File: src/rtl/fetch_unit_pkg.sv
// Shared definitions for the instruction fetch unit: FSM states and default geometry.
package fetch_unit_pkg;

  typedef enum logic [1:0] {
    StIdle,
    StRun,
    StHalt
  } fetch_state_e;

  localparam int unsigned DefAddrW  = 4;
  localparam int unsigned DefInstrW = 16;
  localparam logic [15:0] HaltInstr = 16'hFFFF;

endpackage

File: src/rtl/fetch_unit.sv
// Instruction fetch unit: walks the PC through a combinational instruction memory and
// presents one instruction per cycle behind a valid/ready handshake, with redirect and halt.
module fetch_unit
  import fetch_unit_pkg::*;
#(
  parameter int unsigned          ADDR_W     = DefAddrW,
  parameter int unsigned          INSTR_W    = DefInstrW,
  parameter logic [INSTR_W-1:0]   HALT_INSTR = INSTR_W'(HaltInstr)
) (
  input  logic               clk,
  input  logic               rst,
  input  logic               start,
  output logic [ADDR_W-1:0]  imem_addr,
  input  logic [INSTR_W-1:0] imem_data,
  input  logic               redirect_valid,
  input  logic [ADDR_W-1:0]  redirect_pc,
  output logic               out_valid,
  input  logic               out_ready,
  output logic [INSTR_W-1:0] out_instr,
  output logic [ADDR_W-1:0]  out_pc,
  output logic               halted,
  output logic [7:0]         fetch_count
);

  fetch_state_e       state_q, state_d;
  logic [ADDR_W-1:0]  pc_q, pc_d;
  logic               out_valid_q, out_valid_d;
  logic [INSTR_W-1:0] out_instr_q, out_instr_d;
  logic [ADDR_W-1:0]  out_pc_q, out_pc_d;
  logic [7:0]         fetch_count_q, fetch_count_d;

  logic xfer;
  logic load;

  assign xfer = out_valid_q & out_ready;
  assign load = (state_q == StRun) & (~out_valid_q | out_ready) & ~redirect_valid;

  always_comb begin
    state_d       = state_q;
    pc_d          = pc_q;
    out_valid_d   = out_valid_q;
    out_instr_d   = out_instr_q;
    out_pc_d      = out_pc_q;
    fetch_count_d = fetch_count_q;

    unique case (state_q)
      StIdle: begin
        if (start) begin
          state_d = StRun;
        end
      end
      StRun: begin
        if (load) begin
          out_instr_d = imem_data;
          out_pc_d    = pc_q;
          out_valid_d = 1'b1;
          if (imem_data != HALT_INSTR) begin
            pc_d = pc_q + ADDR_W'(1);
          end else begin
            state_d = StHalt;
          end
        end
      end
      StHalt: begin
        // The halt instruction stays on the output until the consumer takes it.
        if (xfer) begin
          out_valid_d = 1'b0;
        end
        if (redirect_valid) begin
          state_d = StRun;
        end
      end
      default: state_d = StIdle;
    endcase

    // Redirect flushes the output stage in every state; a coincident handshake still counts.
    if (redirect_valid) begin
      pc_d        = redirect_pc;
      out_valid_d = 1'b0;
    end

    if (xfer && (fetch_count_q != 8'hFF)) begin
      fetch_count_d = fetch_count_q + 8'd1;
    end
  end

  always_ff @(posedge clk or posedge rst) begin
    if (rst) begin
      state_q       <= StIdle;
      pc_q          <= '0;
      out_valid_q   <= 1'b0;
      out_instr_q   <= '0;
      out_pc_q      <= '0;
      fetch_count_q <= '0;
    end else begin
      state_q       <= state_d;
      pc_q          <= pc_d;
      out_valid_q   <= out_valid_d;
      out_instr_q   <= out_instr_d;
      out_pc_q      <= out_pc_d;
      fetch_count_q <= fetch_count_d;
    end
  end

  assign imem_addr   = pc_q;
  assign out_valid   = out_valid_q;
  assign out_instr   = out_instr_q;
  assign out_pc      = out_pc_q;
  assign halted      = (state_q == StHalt);
  assign fetch_count = fetch_count_q;

endmodule

File: config.mk
export PLATFORM = sky130hd
export DESIGN_NAME = fetch_unit
export DESIGN_NICKNAME = d
export VERILOG_FILES = /design/src/rtl/fetch_unit_pkg.sv /design/src/rtl/fetch_unit.sv
export SDC_FILE = /design/constraint.sdc
export NUM_CORES = 1
export LEC_CHECK = 0
export CAP_MARGIN = 20
export CORE_MARGIN = 8
export CORE_UTILIZATION = 39
export CTS_CLUSTER_SIZE = 20
export DETAILED_ROUTE_END_ITERATION = 6
export GPL_TIMING_DRIVEN = 0
export PLACE_DENSITY = 0.87
export SYNTH_ARGS = -nofsm -noshare
export SYNTH_HDL_FRONTEND = slang
export SYNTH_SLANG_ARGS = --single-unit
File: constraint.sdc
create_clock -name clk -period 1.55 [get_ports clk]
set_input_delay 0.31 -clock clk [delete_from_list [all_inputs] [get_ports clk]]
set_output_delay 0.31 -clock clk [all_outputs]
set_load 0.005 [all_outputs]
Yosys cells after proc, flatten, opt, wreduce, memory -nomap -nowiden
Index checks and enable logic that the tools add are counted.
{ "word_totals": {"wordCells": 47, "input_bits": 25, "reg_bits": 35, "out_inout_bits": 34} }
{ "op_classes": {"n_eq_ne": 10, "mux": 13, "n_addsub": 2, "n_bitwise": 6, "n_reduce_logical": 10} }
{ "ops": {"columns": ["cell", "count"], "rows": [
  ["4-bit 2-to-1 mux", 4],
  ["16-bit != test, second input constant", 1],
  ["8-bit by 1-bit adder with 8-bit output, second input constant", 1],
  ["2-bit 2-to-1 mux", 4],
  ["2-bit != test, second input constant", 4],
  ["8-bit != test, second input constant", 1],
  ["2-bit one-hot mux with 3 select lines", 1],
  ["3-bit AND reduction", 2],
  ["2-bit nonzero test", 3],
  ["4-bit by 1-bit adder with 4-bit output, second input constant", 1],
  ["4-bit AND reduction", 1],
  ["1-bit AND", 3],
  ["1-bit 2-to-1 mux", 3],
  ["3-bit by 2-bit != test with 1-bit output, second input constant", 1],
  ["3-bit != test, second input constant", 1],
  ["3-bit nonzero test", 1],
  ["2-bit by 1-bit equality test with 1-bit output, second input constant", 1],
  ["2-bit equality test, second input constant", 1],
  ["2-bit zero test", 1],
  ["1-bit NOT", 2],
  ["1-bit one-hot mux with 2 select lines", 1],
  ["2-bit AND reduction", 1],
  ["1-bit logical AND", 1],
  ["1-bit bitwise OR", 1]
]} }

Longest topological paths before layout
Gate-level depths: netlist of the first run.
{ "logic_depth": {"word_depth": 7, "mapped_depth": 6, "ltp_nobuf": 4} }

Worst setup path after synthesis of the first run
No wires, ideal clock.
{ "synth_path": {"path_kind": "register to register", "from": "reg state_q[1]", "to": "reg out_instr_q[0] (netlist: out_instr[0])", "required_time_ps": 1425, "path_slack_ps": -100, "n_path_buf": 2, "stages_incl_launch_ff": 7, "setup_time_ps": 125, "period_less_slack_ps": 1650, "arrival_ps": 1525, "cell_sequence": "dfrtp_1 > nand2b_1 > or2_0 > clkbuf_2 > nor2_1 > buf_2 > mux2_2"} }
{ "synth_via": {"elab_chain_cells": 4} }
{ "synth_rtl": {"columns": ["element", "line_no", "rtl"], "rows": [
  ["from (decl)", "fetch_unit.sv:25", "fetch_state_e state_q, state_d;"],
  ["from (signal assigned)", "fetch_unit.sv:89", "state_q <= StIdle;"],
  ["from (signal assigned)", "fetch_unit.sv:96", "state_q <= state_d;"],
  ["2-bit by 1-bit equality test with 1-bit output *", "fetch_unit.sv:36, fetch_unit.sv:46", null],
  ["1-bit AND (2 in series)", "fetch_unit.sv:36", "assign load = (state_q == StRun) & (~out_valid_q | out_ready) & ~redirect_valid;"],
  ["2-bit AND reduction (no line) *", null, null],
  ["to (signal assigned)", "fetch_unit.sv:99", "out_instr_q <= out_instr_d;"],
  ["to (decl)", "fetch_unit.sv:28", "logic [INSTR_W-1:0] out_instr_q, out_instr_d;"]
]} }
Mark *: on every way between the ends. The rest lies on a longest branch, timed or not.
A chain may end at the register's enable or synchronous reset.

Worst setup path after layout of the first run
{ "layout_path": {"from": "reg state_q[0]", "to": "reg out_pc_q[0] (netlist: out_pc[0])"} }
{ "layout_via": {"elab_chain_cells": 4} }
{ "layout_rtl": {"columns": ["element", "line_no", "rtl"], "rows": [
  ["2-bit by 1-bit equality test with 1-bit output *", "fetch_unit.sv:36, fetch_unit.sv:46", null],
  ["1-bit AND (2 in series)", "fetch_unit.sv:36", null],
  ["2-bit AND reduction (no line) *", null, null],
  ["to (signal assigned)", "fetch_unit.sv:100", "out_pc_q <= out_pc_d;"],
  ["to (decl)", "fetch_unit.sv:29", "logic [ADDR_W-1:0] out_pc_q, out_pc_d;"]
]} }
Marked as above.

==> metrics.md, run 1 <==
| Metric | Value |
|---|---|
| P&R area growth vs syn | 66.8% |
| Netlist cell types | 30 |
| Arr. time, crit path | ~1800 ps |
| Flops & latches, synth | 35 |
| Layout cells sized above 1 | 29.9% |
| Setup slack after layout | -94.5 ps |
| Final setup viols | 22 |
| Reg2reg setup slack | -90 ps |
| Max Transition Viols Final | 0 |
| # fillers | 270 |
| DRT Wirelength | approximately 4300 microns |
| Global-route wire length before repair | 6790 microns |
| Number of antenna diodes | 0 |
| WHS Endpoint | out_instr[6] |
| Clk_lat worst skew | between 200 and 300 ps |
| GR Util All Layers | around 14% |
| Routed len/inst | 17.1 microns |
| Fin nets | ~230 |
| Number of remaining DRC errors | 0 |
| Vias in the first global route | between 1000 and 1500 |
| P per Cell Area | about 1100 mW/mm^2 |
| Worst min path class | input port to flop |
| Crit path kind | flop to flop |
| CTS H-tree lvls | 2 |
| Synth Instances | about 120 |
| Die Width | 78.2 microns |
| Tot Pwr | 0.00285 W |
| Area of the mapped netlist | roughly 0.0015 sq mm |
| Min cycle time layout | approximately 1600 ps |
| Root Buffer | clkbuf_8 |
| R2R depth | 7 |
| Max Clk Rate | around 600 MHz |
| Maximum fanout along the worst path | 10 |
| Failing checks | setup timing |
| Peak VDD IR | 0.965 mV |
| DR iter-0 viols | 47 |
| Startpoint class of the critical path | flop |
| Post-route cell area | between 0.002 and 0.003 sq mm |
| Place WS | -560 ps |
| DR vias | ~1300 |
| MaxCap Viol Count | 0 |
| Post-detail-place hpwl | 3040 microns |
| Slew at the pin closest to its max-slew limit | between 700 and 800 ps |
| Syn_nets | 144 |
| Slowest stage delay, CP | 360 ps |
| Sequential area share after synthesis | between 50% and 60% |
| Clock skew | 3.89 ps |
| Die area | around 0.0061 sq mm |
| R2r endpoint | out_pc[0] |
| Required @ worst endpoint | approximately 1700 ps |
| Largest area contributor in the netlist | dfrtp_1 |
| FP Rows | 22 |
| WHS Path Cells | 2 |
| Die Ht | ~78 microns |
| Period utilisation layout | 106% |
| Grt ovf | 0 |
| Initial core utilization | 40.9% |
| Synth warn | 0 |
| CORE AREA | 0.00369 sq mm |
| Crit-path slowest cell | dfrtp_1 |
| Dpl cell area | between 0.002 and 0.0025 sq mm |
| Largest net degree at the start of global routing | 21 |
| TritonCTS clock tree | yes |
| Via-to-Cell Ratio | a little over 5 |
| CTS clk-pin slew, worst paths | around 70 ps |
| Total CTS buffers | 5 |
| Initial antenna violation count | 0 |
| Worst slew margin | a little over half |
| Gpl congestion | 0.782 |
| Critical-path cell list | buf_4, nand2b_4, or2_0, clkbuf_8, nor2_4, buf_6, mux2_2 |
| Post-synth top area share | 58.0% |
| RR Startpoint | state_q[0] |
| Multi-input logic area | 663 sq um |
| Setup crit end kind | flop |
| Worst Hold Launch | imem_data[6] |
| Mapped Avg Cell Area | 12.9 sq um |
| RSZ-0062 raised after global routing | yes |
| CTS max path bufs | 2 |
| CTS Sinks | 35 |
| Register Area | 878 sq um |
| Top-Level Pins | slightly below 60 |
| 1st-pass router iterations | 4 |
| Hold Violations, Final | 0 |
| Antenna-violating nets left | 0 |
| Status | finished, violations left |
| Leak Pwr | between 1 and 1.5 nW |
| Port bufs | 58 |
| Synth top area cells | dfrtp_1 (58%), mux2_2 (16%), xnor2_1 (3.5%) |
## per-stage QoR
step	cells	hold slack (ps)	utilization, %	setup TNS, ps
floorplan	117	376	-	-303
global placement	223	489	59.5	-20400
detailed placement	224	495	60.3	-12790
CTS	244	410	66.4	-1570
global route	249	304	68.3	-2960
finish	249	306	68.3	-1670
## layout by cell type, fill, tap and decap left out, types with 2 or more instances in the layout
cell type and count:
or4_1 2, dlymetal6s2s_1 11, o21ai_0 3, buf_4 17, nand3_1 2, dfrtp_1 33
xnor2_1 6, nand4_1 6, mux2_4 4, and3_1 2, dlygate4sd2_1 5, a31oi_1 3
buf_6 3, o31ai_1 3, nor2_1 6, nand2_1 4, inv_1 3, clkdlybuf4s50_1 41
mux2_2 17, dfrtp_2 2, clkbuf_8 6
## state kept, by name (all words and copies together), names as in the netlist
name	flops
out_instr	16
fetch_count	8
imem_addr	4
out_pc	4
state_q	2
out_valid	1
## per-layer routing
metal  part of all wire [%]  routed length, microns  up-vias  GRT usage [%]
li1                       -                       -      596              -
met1                     38                    1610      629           14.1
met2                     53                    2260       40           24.9
met3                    7.1                     303        6           6.04
met4                    1.8                      78        0           5.19
met5                      0                       0        -              0
## where the power goes
part           internal [W]  total (W)  switching (W)
Combinational      0.000571   0.000865       0.000294
Sequential          0.00108    0.00121       0.000129
Clock              0.000471   0.000780       0.000309
Total               0.00212    0.00285       0.000732
## synth_stat cells
| cell type | number |
|---|---|
| nor2b_1 | 1 |
| clkinv_1 | 1 |
| or3_2 | 1 |
| and2b_2 | 1 |
| a31oi_1 | 4 |
| clkbuf_2 | 1 |
| a221oi_1 | 1 |
| mux2_2 | 21 |
| and3_1 | 2 |
| nand2_1 | 4 |
| nor4_2 | 1 |
| inv_1 | 3 |
| nand4_1 | 6 |
| nand3b_1 | 1 |
| buf_2 | 2 |
| o31ai_1 | 3 |
| nand3_1 | 2 |
| xor2_1 | 1 |
| dfrtp_1 | 35 |
| nand2b_1 | 1 |
| or2_0 | 1 |
| or4_1 | 2 |
| xnor2_1 | 6 |
| and4_1 | 1 |
| ha_1 | 2 |
| nor2_1 | 7 |
| a41oi_1 | 1 |
| a41oi_2 | 1 |
| a21oi_1 | 1 |
| o21ai_0 | 3 |
## critical path: cells and delay by family, from the launching register on
kind / cells / cell delay (ps)
multiplexers: 1 / 340
AND/OR/NAND/NOR: 3 / 360
flip-flops: 1 / 360
buffers and inverters: 3 / 470
## cell type report
cell class / instances / share of cell area (%)
Timing Repair Buffer: 77 / 30.3
Multi-Input combinational cell: 75 / 26.3
Clock inverter: 1 / 1.19
Buffer: 3 / 1.44
Clock buffer: 6 / 2.88
Tap cell: 48 / 2.38
Sequential cell: 35 / 34.9
Inverter: 4 / 0.596
## worst max-delay path by stage
| stage | from | end | slack, ps | cells past startpoint |
|---|---|---|---|---|
| after floorplan | state_q[1] | out_instr[0] | -20 | 6 |
| after global placement | imem_data[13] | imem_addr[0] | -470 | 5 |
| after detailed placement | imem_data[13] | imem_addr[0] | -560 | 5 |
| after CTS | state_q[1] | out_pc[0] | -90 | 6 |
| after global routing | state_q[0] | out_pc[0] | -150 | 7 |
| final | state_q[0] | out_pc[0] | -90 | 7 |
## cell families (layout without fill, tap and decap cells)
group,after synthesis,count (layout),share of synthesized area (%)
compound gates,14,14,6.71
xor+xnor,7,7,4.06
fa+ha+maj,2,2,1.66
buf+inv,7,91,1.99
flops,35,35,58.0
mux,21,21,15.7
simple gates,31,31,11.9
## what timing repair did
item	in CTS	in global routing
setup buffers	13	4
pin swaps	10	7
endpoints found under the setup margin	35	32
cloned	0	1
endpoints found under the hold margin	0	0
hold buffers	0	0
gates resized for setup	13	15
Note: power is estimated with default switching activity, not from simulation.
==> run 2: changes to the inputs <==
- CORE_MARGIN: 8 -> 2
==> run 2 against run 1 <==
The flow still finishes with violations (setup timing). Routed wire length rose by 4.4%. First-iteration DRC count rose by 43%. Worst hold slack got worse by 0.84 ps. Clock-buffer cell count did not move. Critical path type unchanged. Largest power group unchanged. Via count rose by 3.6%. Largest cell class is now buffers. Clock skew rose by 4.7 ps. Clock power fell by 15%. Non-clock buffer count rose by 6. Final area rose by 5.9%. Global-route usage rose by 5.8 points. Register-to-register slack got worse by 50 ps. Sequential cell count did not move.
==> metrics.md, run 2 (synthesized netlist as in run 1, its figures left out) <==
| Metric | Value |
|---|---|
| CTS H-tree lvls | 2 (unchanged) |
| Initial core utilization | 40.9% (unchanged) |
| Min cycle time layout | 1690 ps (was 1640 ps) |
| Setup crit end kind | flop (unchanged) |
| Buf+Inv Stages, Crit Path | 2 (was 3) |
| Cells after DPL | 224 (unchanged) |
| Number of remaining DRC errors | 0 (unchanged) |
| Tot Pwr | 0.00282 W (was 0.00285 W) |
| Maximum fanout along the worst path | 5 (was 10) |
| Slew at the pin closest to its max-slew limit | 542 ps (was 700 ps) |
| Crit path kind | flop to flop (unchanged) |
| CORE AREA | 0.00369 sq mm (unchanged) |
| Peak VDD IR | 0.797 mV (was 0.965 mV) |
| Number of antenna diodes | 0 (unchanged) |
| Gpl congestion | 0.805 (was 0.782) |
| Fin Setup TNS | -2420 ps (was -1670 ps) |
| Arr. time, crit path | 1870 ps (was 1810 ps) |
| Critical-path cell list | buf_6, nand2b_4, or2_4, nor2_4, clkbuf_16, mux2_4 (was buf_4, nand2b_4, or2_0, clkbuf_8, nor2_4, buf_6, mux2_2) |
| Routed len/inst | 17.4 microns (was 17.1 microns) |
| Status | finished, violations left (unchanged) |
| Die area | 0.00439 sq mm (was 0.00612 sq mm) |
| Period utilisation layout | 109% (was 106%) |
| Slowest stage delay, CP | 370 ps (was 360 ps) |
| DRT Wirelength | 4440 microns (was 4250 microns) |
| CTS Sinks | 35 (unchanged) |
| Port bufs | 58 (unchanged) |
| Layout Utilization | 72.3% (was 68.3%) |
| Top Usage Layer GRT | met2 (unchanged) |
| Antenna-violating nets left | 0 (unchanged) |
| MaxCap Viol Count | 0 (unchanged) |
| Most common cell after layout, fill and taps aside | clkdlybuf4s50_1 (unchanged) |
| P per Cell Area | 1060 mW/mm^2 (was 1130 mW/mm^2) |
| Final setup viols | 22 (unchanged) |
| Cts hold-fix bufs | 0 (unchanged) |
| CTS max path bufs | 2 (unchanged) |
| Global-route wire length before repair | 6350 microns (was 6790 microns) |
| Root Buffer | clkbuf_8 (unchanged) |
| 1st-pass router iterations | 4 (unchanged) |
| Total CTS buffers | 5 (unchanged) |
| M3 GR Usage | 6.13% (was 6.04%) |
| DR vias | 1317 (was 1271) |
| Fin nets | 234 (was 228) |
| Layout cells sized above 1 | 34.8% (was 29.9%) |
| Top-Level Pins | 59 (unchanged) |
| Clock skew | 8.54 ps (was 3.89 ps) |
| Leak Pwr | 1.28 nW (was 1.18 nW) |
| Max reg flops | 16 (unchanged) |
| Worst min path class | input port to flop (unchanged) |
| Max Transition Viols Final | 0 (unchanged) |
| Required @ worst endpoint | 1730 ps (was 1720 ps) |
| DR iter-0 viols | 67 (was 47) |
| Clk_lat worst skew | 290 ps (was 280 ps) |
| Grt ovf | 0 (unchanged) |
| Initial antenna violation count | 0 (unchanged) |
| Via-to-Cell Ratio | 5.16 (was 5.10) |
| Startpoint class of the critical path | flop (unchanged) |
| Vias in the first global route | 1283 (was 1409) |
| Post-detail-place hpwl | 2770 microns (was 3040 microns) |
| Largest net degree at the start of global routing | 25 (was 21) |
| Hold Violations, Final | 0 (unchanged) |
| Worst path top cell family by delay | simple AND/OR/NAND/NOR gates (was buffers and inverters) |
| CTS clk-pin slew, worst paths | 70 ps (about the same) |
| Fin cells | 255 (was 249) |
| Die Ht | 66.2 microns (was 78.2 microns) |
| GR Util All Layers | 19.8% (was 14.0%) |
| Met2 usage in global routing | 35.4% (was 24.9%) |
| Failing checks | setup timing (unchanged) |
| Die Width | 66.2 microns (was 78.2 microns) |
| FP Rows | 22 (unchanged) |
| Met1 Use GR | 21.9% (was 14.1%) |
| Crit-path slowest cell | dfrtp_2 (was dfrtp_1) |
| Max Clk Rate | 591 MHz (was 608 MHz) |
| Setup slack after layout | -142 ps (was -94.5 ps) |
| RSZ-0062 raised after global routing | yes (unchanged) |
| Most frequent cells in the layout | clkdlybuf4s50_1 (43), dfrtp_1 (30), buf_4 (21) (was clkdlybuf4s50_1 (41), dfrtp_1 (33), mux2_2 (17), buf_4 (17), dlymetal6s2s_1 (11)) |
| Worst slew margin | 63.8% (was 53.3%) |
| P&R area growth vs syn | 76.6% (was 66.8%) |
| TritonCTS clock tree | yes (unchanged) |
## run 2: changes by cell type in the layout (fill, tap and decap cells not counted), moves of 3 or more
| cell | previous run | this run |
|---|---|---|
| dfrtp_1 | 33 | 30 |
| mux2_2 | 17 | 3 |
| mux2_4 | 4 | 18 |
| buf_4 | 17 | 21 |
| dfrtp_2 | 2 | 5 |
## run 2: metal layers
metal	wire length [microns]	vias up	share of wire [%]
met5	0	-	0
met4	93	0	2.1
met3	195	9	4.4
met2	2430	44	55
met1	1720	652	39
li1	-	612	-
## run 2: final timing paths
| path | start | to | slack (ps) | cells past startpoint |
|---|---|---|---|---|
| max reg2reg | state_q[0] | out_instr[15] | -140 | 6 |
| max | state_q[0] | out_instr[15] | -140 | 6 |
| min in group asynchronous | rst | out_valid | 360 | 2 |
| min reg2reg | out_instr[13] | out_instr[13] | 510 | 1 |
| min | imem_data[6] | out_instr[6] | 300 | 2 |
| max in group asynchronous | rst | imem_addr[3] | 680 | 3 |
## run 2: layout make-up
cell class,instances,area [sq um]
Fill cell,250,1020
Sequential cell,35,882
Timing Repair Buffer,84,857
Multi-Input combinational cell,75,729
Clock buffer,6,82.6
Tap cell,48,60.1
Buffer,2,35.0
Inverter,4,15.0
Clock inverter,1,5.00
## run 2: repair_timing
item | in CTS | in global routing
endpoints found under the setup margin | 35 | 38
buffers inserted | 11 | 11
resized for setup | 17 | 36
pin swaps | 4 | 5
gates cloned | 0 | 3
hold endpoints to repair | 0 | 0
## run 2: report_power, final
part	switching, W	internal [W]	total [W]
Clock	0.000314	0.000348	0.000662
Combinational	0.000309	0.000623	0.000932
Sequential	0.000139	0.00108	0.00122
Total	0.000762	0.00205	0.00282
## run 2: stage by stage
step / hold slack, ps / area [sq um] / setup WS (ps)
after floorplan: 376 / 1560 / -19.0
after global placement: 490 / 2200 / -479
after detailed placement: 495 / 2220 / -538
after CTS: 371 / 2440 / -107
after global routing: 309 / 2670 / -192
final: 305 / 2670 / -142
==> RTL change 1, RTL diff (flow settings as in run 1) <==
`DefAddrW`: 4 -> 5.
--- a/src/rtl/fetch_unit_pkg.sv
+++ b/src/rtl/fetch_unit_pkg.sv
@@ -7,7 +7,7 @@
     StHalt
   } fetch_state_e;
 
-  localparam int unsigned DefAddrW  = 4;
+  localparam int unsigned DefAddrW  = 5;
   localparam int unsigned DefInstrW = 16;
   localparam logic [15:0] HaltInstr = 16'hFFFF;
 
Ports: changed (resized imem_addr, out_pc and redirect_pc); port bits go from 59 to 62. No check against the original RTL was run, so the function may have changed too.
==> RTL change 1 against run 1 <==
  * Area after synthesis up 7.5%
  * Sequential cell count up 2
  * Global-route usage down 1.2 points
  * Highest routed layer unchanged
  * Routed wire length up 5.1%
  * Utilization down 2.7 points
  * Total power up 2.1%
  * Cell count up 9.2%
  * Setup slack better by 0.13 ns
  * Design area up 4.2%
==> RTL change 1: results (changes against run 1) <==
* Port bufs at 61 (+5.2%)
* First-pass GRT wire length at 6.47 mm (-4.7%)
* Grt met3 use at 6.92% (+0.88 points)
* CP Max Fanout at 4 (-6)
* M2 GR Usage at 19.5% (-5.5 points)
* Share of layout cells above drive strength 1 at 31.5% (+1.7 points)
* Pre-CTS WS at -0.564 ns (-0.00429 ns)
* Vias in the first global route at 1350 (-4.2%)
* Hold Slack at 0.404 ns (+0.0984 ns)
* Met2 wire len at 2.13 mm (-5.4%)
* Initial DRC count at 72 (+53%)
* Tightest Pin Transition at 0.774 ns (+0.0739 ns)
* Post-layout nets at 249 (+9.2%)
* Synth unique cells at 29 (-3.3%)
* R2r endpoint: fetch_count[1]$_DFFE_PP0P_
* Worst setup endpoint: imem_addr[3]
* M1 WL at 1.82 mm (+13%)
* Reg2Reg Depth at 4 (-3)
* Seq/Total Area, Yosys at 57.0% (-0.98 points)
* All-Layer GR Usage at 12.7% (-1.2 points)
* Final Skew at 0.00305 ns (-0.000834 ns)
* Gpl congestion at 0.746 (-4.6%)
* Per-cell routed wire length at 16.4 microns (-3.8%)
* DR vias/cell at 5.10 (about the same)
* Critical path origin: imem_addr[3]$_DFFE_PP0P_
* Switch Pwr at 0.813 mW (+11%)
* R2r setup slk at 0.04 ns (+0.13 ns)
* Period minus WS final at 1.52 ns (-0.127 ns)
* Most frequent cells after synthesis: 37 x dfrtp_1, 22 x mux2_2, 11 x nor2_1
* Status: finished clean
* DP Area at 2300 sq um (+3.3%)
* Leak at 1.20 nW (+2.5%)
* Synth top area cells: dfrtp_1 57%, mux2_2 15%, xor2_1 3.2%, nor2_1 2.5%, nand4_1 2.3%
RTL change 1: cell count changes in the layout (fill, tap and decap cells not counted), sizes merged, moves of 4 or more:
cell and delta:
nor2 +4, dlygate4sd2 +15, buf +6, dlymetal6s2s -7, xor2 +5, clkdlybuf4s50 -4
xnor2 -5
RTL change 1: cells by family (layout without fill, tap and decap cells):
group	after synthesis	in the layout	synth area share, %
flops	37	37	57.0
fa+ha+maj	2	2	1.54
mux	22	22	15.3
buf+inv	11	103	3.24
xor+xnor	7	7	3.78
compound gates	17	17	7.55
simple gates	34	34	11.6
RTL change 1: area by class of cell:
cell class	instances	area [sq um]
buffer	5	48.8
clock buffer	8	80.1
fill	335	1380
inverter	6	22.5
multi-input combinational	82	719
sequential	37	928
tap	50	62.6
timing repair buffer	84	763
RTL change 1: power by group through the flow:
stage | Sequential [mW] | Clock (mW) | Combinational, mW
after global placement | 1.30 | 0 | 0.751
after CTS | 1.29 | 0.650 | 0.826
after floorplan | 1.31 | 0 | 0.270
after detailed placement | 1.32 | 0 | 0.772
final | 1.29 | 0.631 | 0.994
after global routing | 1.31 | 0.693 | 1.08
RTL change 1: stage by stage:
stage | setup TNS [ns] | cells
2_1_floorplan | 0 | 130
3_3_place_gp | -27.93 | 241
3_5_place_dp | -13.36 | 241
4_1_cts | -0.00972 | 259
5_1_grt | -0.0579 | 272
6_report | 0 | 272
RTL change 1: what timing repair did:
item / CTS / global route
gates cloned: 1 / 1
pin swaps: 9 / 3
hold endpoints to repair: 0 / 0
setup endpoints to repair: 35 / 14
setup buffers: 9 / 12
gates resized for setup: 33 / 11
==> RTL change 2, RTL diff (config.mk and constraints of run 1) <==
Without the edit above. Reset style: synchronous (`rst`), changed in one clocked block.
--- a/src/rtl/fetch_unit.sv
+++ b/src/rtl/fetch_unit.sv
@@ -84,7 +84,7 @@
     end
   end
 
-  always_ff @(posedge clk or posedge rst) begin
+  always_ff @(posedge clk) begin
     if (rst) begin
       state_q       <= StIdle;
       pc_q          <= '0;
Behaviour: differs if rst is asserted again (counterexample within 4 cycles, from zero or initial values and one cycle with rst high); with rst held inactive, the same outputs for 10 cycles.
==> RTL change 2 against run 1 <==
  * Cell count is 21% higher
  * Utilization is 7.7 points lower
  * Design area is 5.2% lower
  * Routed wire length is 6.8% higher
  * Setup slack better by 0.12 ns
  * Global-route usage is 0.59 points higher
  * Area after synthesis is 3.5% higher
  * Maximum frequency is 7.6% higher
  * Critical endpoint is now imem_addr[2]$_SDFFE_PP0P_
  * Sequential cell count stayed put
  * Critical path depth is 2 lower
Power is not compared: it rests on default switching activity, and its combinational part moved more than twofold at a synthesized area within 25%.
==> RTL change 2: results (changes against run 1) <==
* Hold_sp: rst
* Port bufs at 56 (-3.4%)
* Worst-path clk slew at 0.07 ns (about the same)
* CP peak stage delay at 0.57 ns (+0.21 ns)
* Slowest stage cell, crit path: or4_4
* All-Layer GR Usage at 14.6% (+0.59 points)
* Share of layout cells above drive strength 1 at 17.5% (-12 points)
* Hpwl dp at 3.23 mm (+6.3%)
* Inst Count DP at 289 (+29%)
* Buffers, non-clock at 70 (-13%)
* Fin cells at 302 (+21%)
* Hold Slack at 0.257 ns (-0.0488 ns)
* NonClk Buf Share at 26.7% (-5.0 points)
* Fill cells at 354 (+31%)
* Status: finished clean
* Pre-CTS WS at -0.607 ns (-0.0472 ns)
* Area grow syn2layout at 52.8%
* Syn_nets at 210 (+46%)
* Post-layout nets at 278 (+22%)
* Area occupied by multi-input gates at 833 sq um (+26%)
* R2r setup slk at 0.08 ns (+0.17 ns)
* Register area at 731 sq um (-17%)
* Top FF cell, synth: dfxtp_1
* Pin count of the biggest net entering global routing at 11 (-48%)
* Non-Clock Inverter Count at 6 (+2)
* Cell internal pwr at 1.49 mW
* N_diodes at 0 (unchanged)
* Slew HR at 65.4% (+12 points)
* Synth top area cells: dfxtp_1 45%, nand2_1 10%, a21oi_1 8.3%, nor2_1 2.4%, clkbuf_8 1.8%
* Setup ws final at 0.0214 ns (+0.116 ns)
* Mapped Cells at 183 (+56%)
* First-pass GRT wire length at 7.33 mm (+7.9%)
* Synth unique cells at 44 (+47%)
* Initial DRC count at 73 (+55%)
* Layout sequential cell count at 35 (unchanged)
* Final Skew at 0.00534 ns (+0.00145 ns)
* Via Count at 1601 (+26%)
* Fraction of area in multi-input gates at 34.9% (+8.6 points)
* FFs w/ async S/R, synth at 0% (-100 points)
* Total routed wirelength at 4.54 mm (+6.8%)
* R2r endpoint: imem_addr[0]$_SDFFE_PP0P_
* CP Max Fanout at 2 (-8)
* Clock buf/inv share at 4.19% (+0.12 points)
* Number of multi-input combinational cells at 133 (+77%)
* Layout clock buffers at 8 (+2)
* Clock Latency Late Sink at 0.28 ns (about the same)
* Worst Path Arrival at 1.70 ns (-0.11 ns)
* Reg2Reg Depth at 4 (-3)
* Hold Path End: imem_addr[1]$_SDFFE_PP0P_
* Vias in the first global route at 1532 (+8.7%)
* Seq/Total Area, Yosys at 44.8% (-13 points)
* R2R Path Start: state_q[1]$_SDFFE_PP0P_
* DP Area at 2190 sq um (-1.7%)
* Most frequent cells after synthesis: 43 x nand2_1, 35 x dfxtp_1, 26 x a21oi_1
* Top delay family on crit path: simple AND/OR/NAND/NOR gates
* Gpl congestion at 0.802 (+2.5%)
-- RTL change 2: worst max-delay path by stage --
stage | from | end | slack [ns]
after floorplan | imem_data[10] | imem_addr[2]$_SDFFE_PP0P_ | 0.003
after global placement | imem_data[10] | imem_addr[2]$_SDFFE_PP0P_ | -0.60
after detailed placement | imem_data[10] | imem_addr[2]$_SDFFE_PP0P_ | -0.61
after CTS | fetch_count[6]$_SDFFE_PP0P_ | fetch_count[6] | 0.01
after global routing | state_q[1]$_SDFFE_PP0P_ | imem_addr[0]$_SDFFE_PP0P_ | -0.003
final | imem_data[3] | imem_addr[2]$_SDFFE_PP0P_ | 0.02
-- RTL change 2: layer usage --
layer	up-vias	part of all wire, %	track usage, %
met2	64	47	24.4
met1	743	44	16.4
met4	0	2.4	6.85
met5	-	0	0
li1	784	-	-
met3	10	6.8	4.51
-- RTL change 2: cell families (layout without fill, tap and decap cells) --
group,count (synthesis),after routing,synth area share [%]
simple gates,82,82,27.6
buf+inv,15,84,4.88
xor+xnor,2,2,1.12
compound gates,46,46,19.3
mux,1,1,0.641
flops,35,35,44.8
fa+ha+maj,2,2,1.60
-- RTL change 2: repair_timing --
action	CTS	global route
buffers inserted	5	0
pin swaps	10	1
cloned	0	0
setup endpoints to repair	40	29
resized for setup	40	13
-- RTL change 2: power by group through the flow --
stage,clock (mW),combinational [mW],sequential (mW)
after floorplan,0,0.117,0.986
after global placement,0,0.280,0.985
after detailed placement,0,0.286,0.986
after CTS,0.737,0.277,0.967
after global routing,0.789,0.308,0.967
final,0.727,0.280,0.962
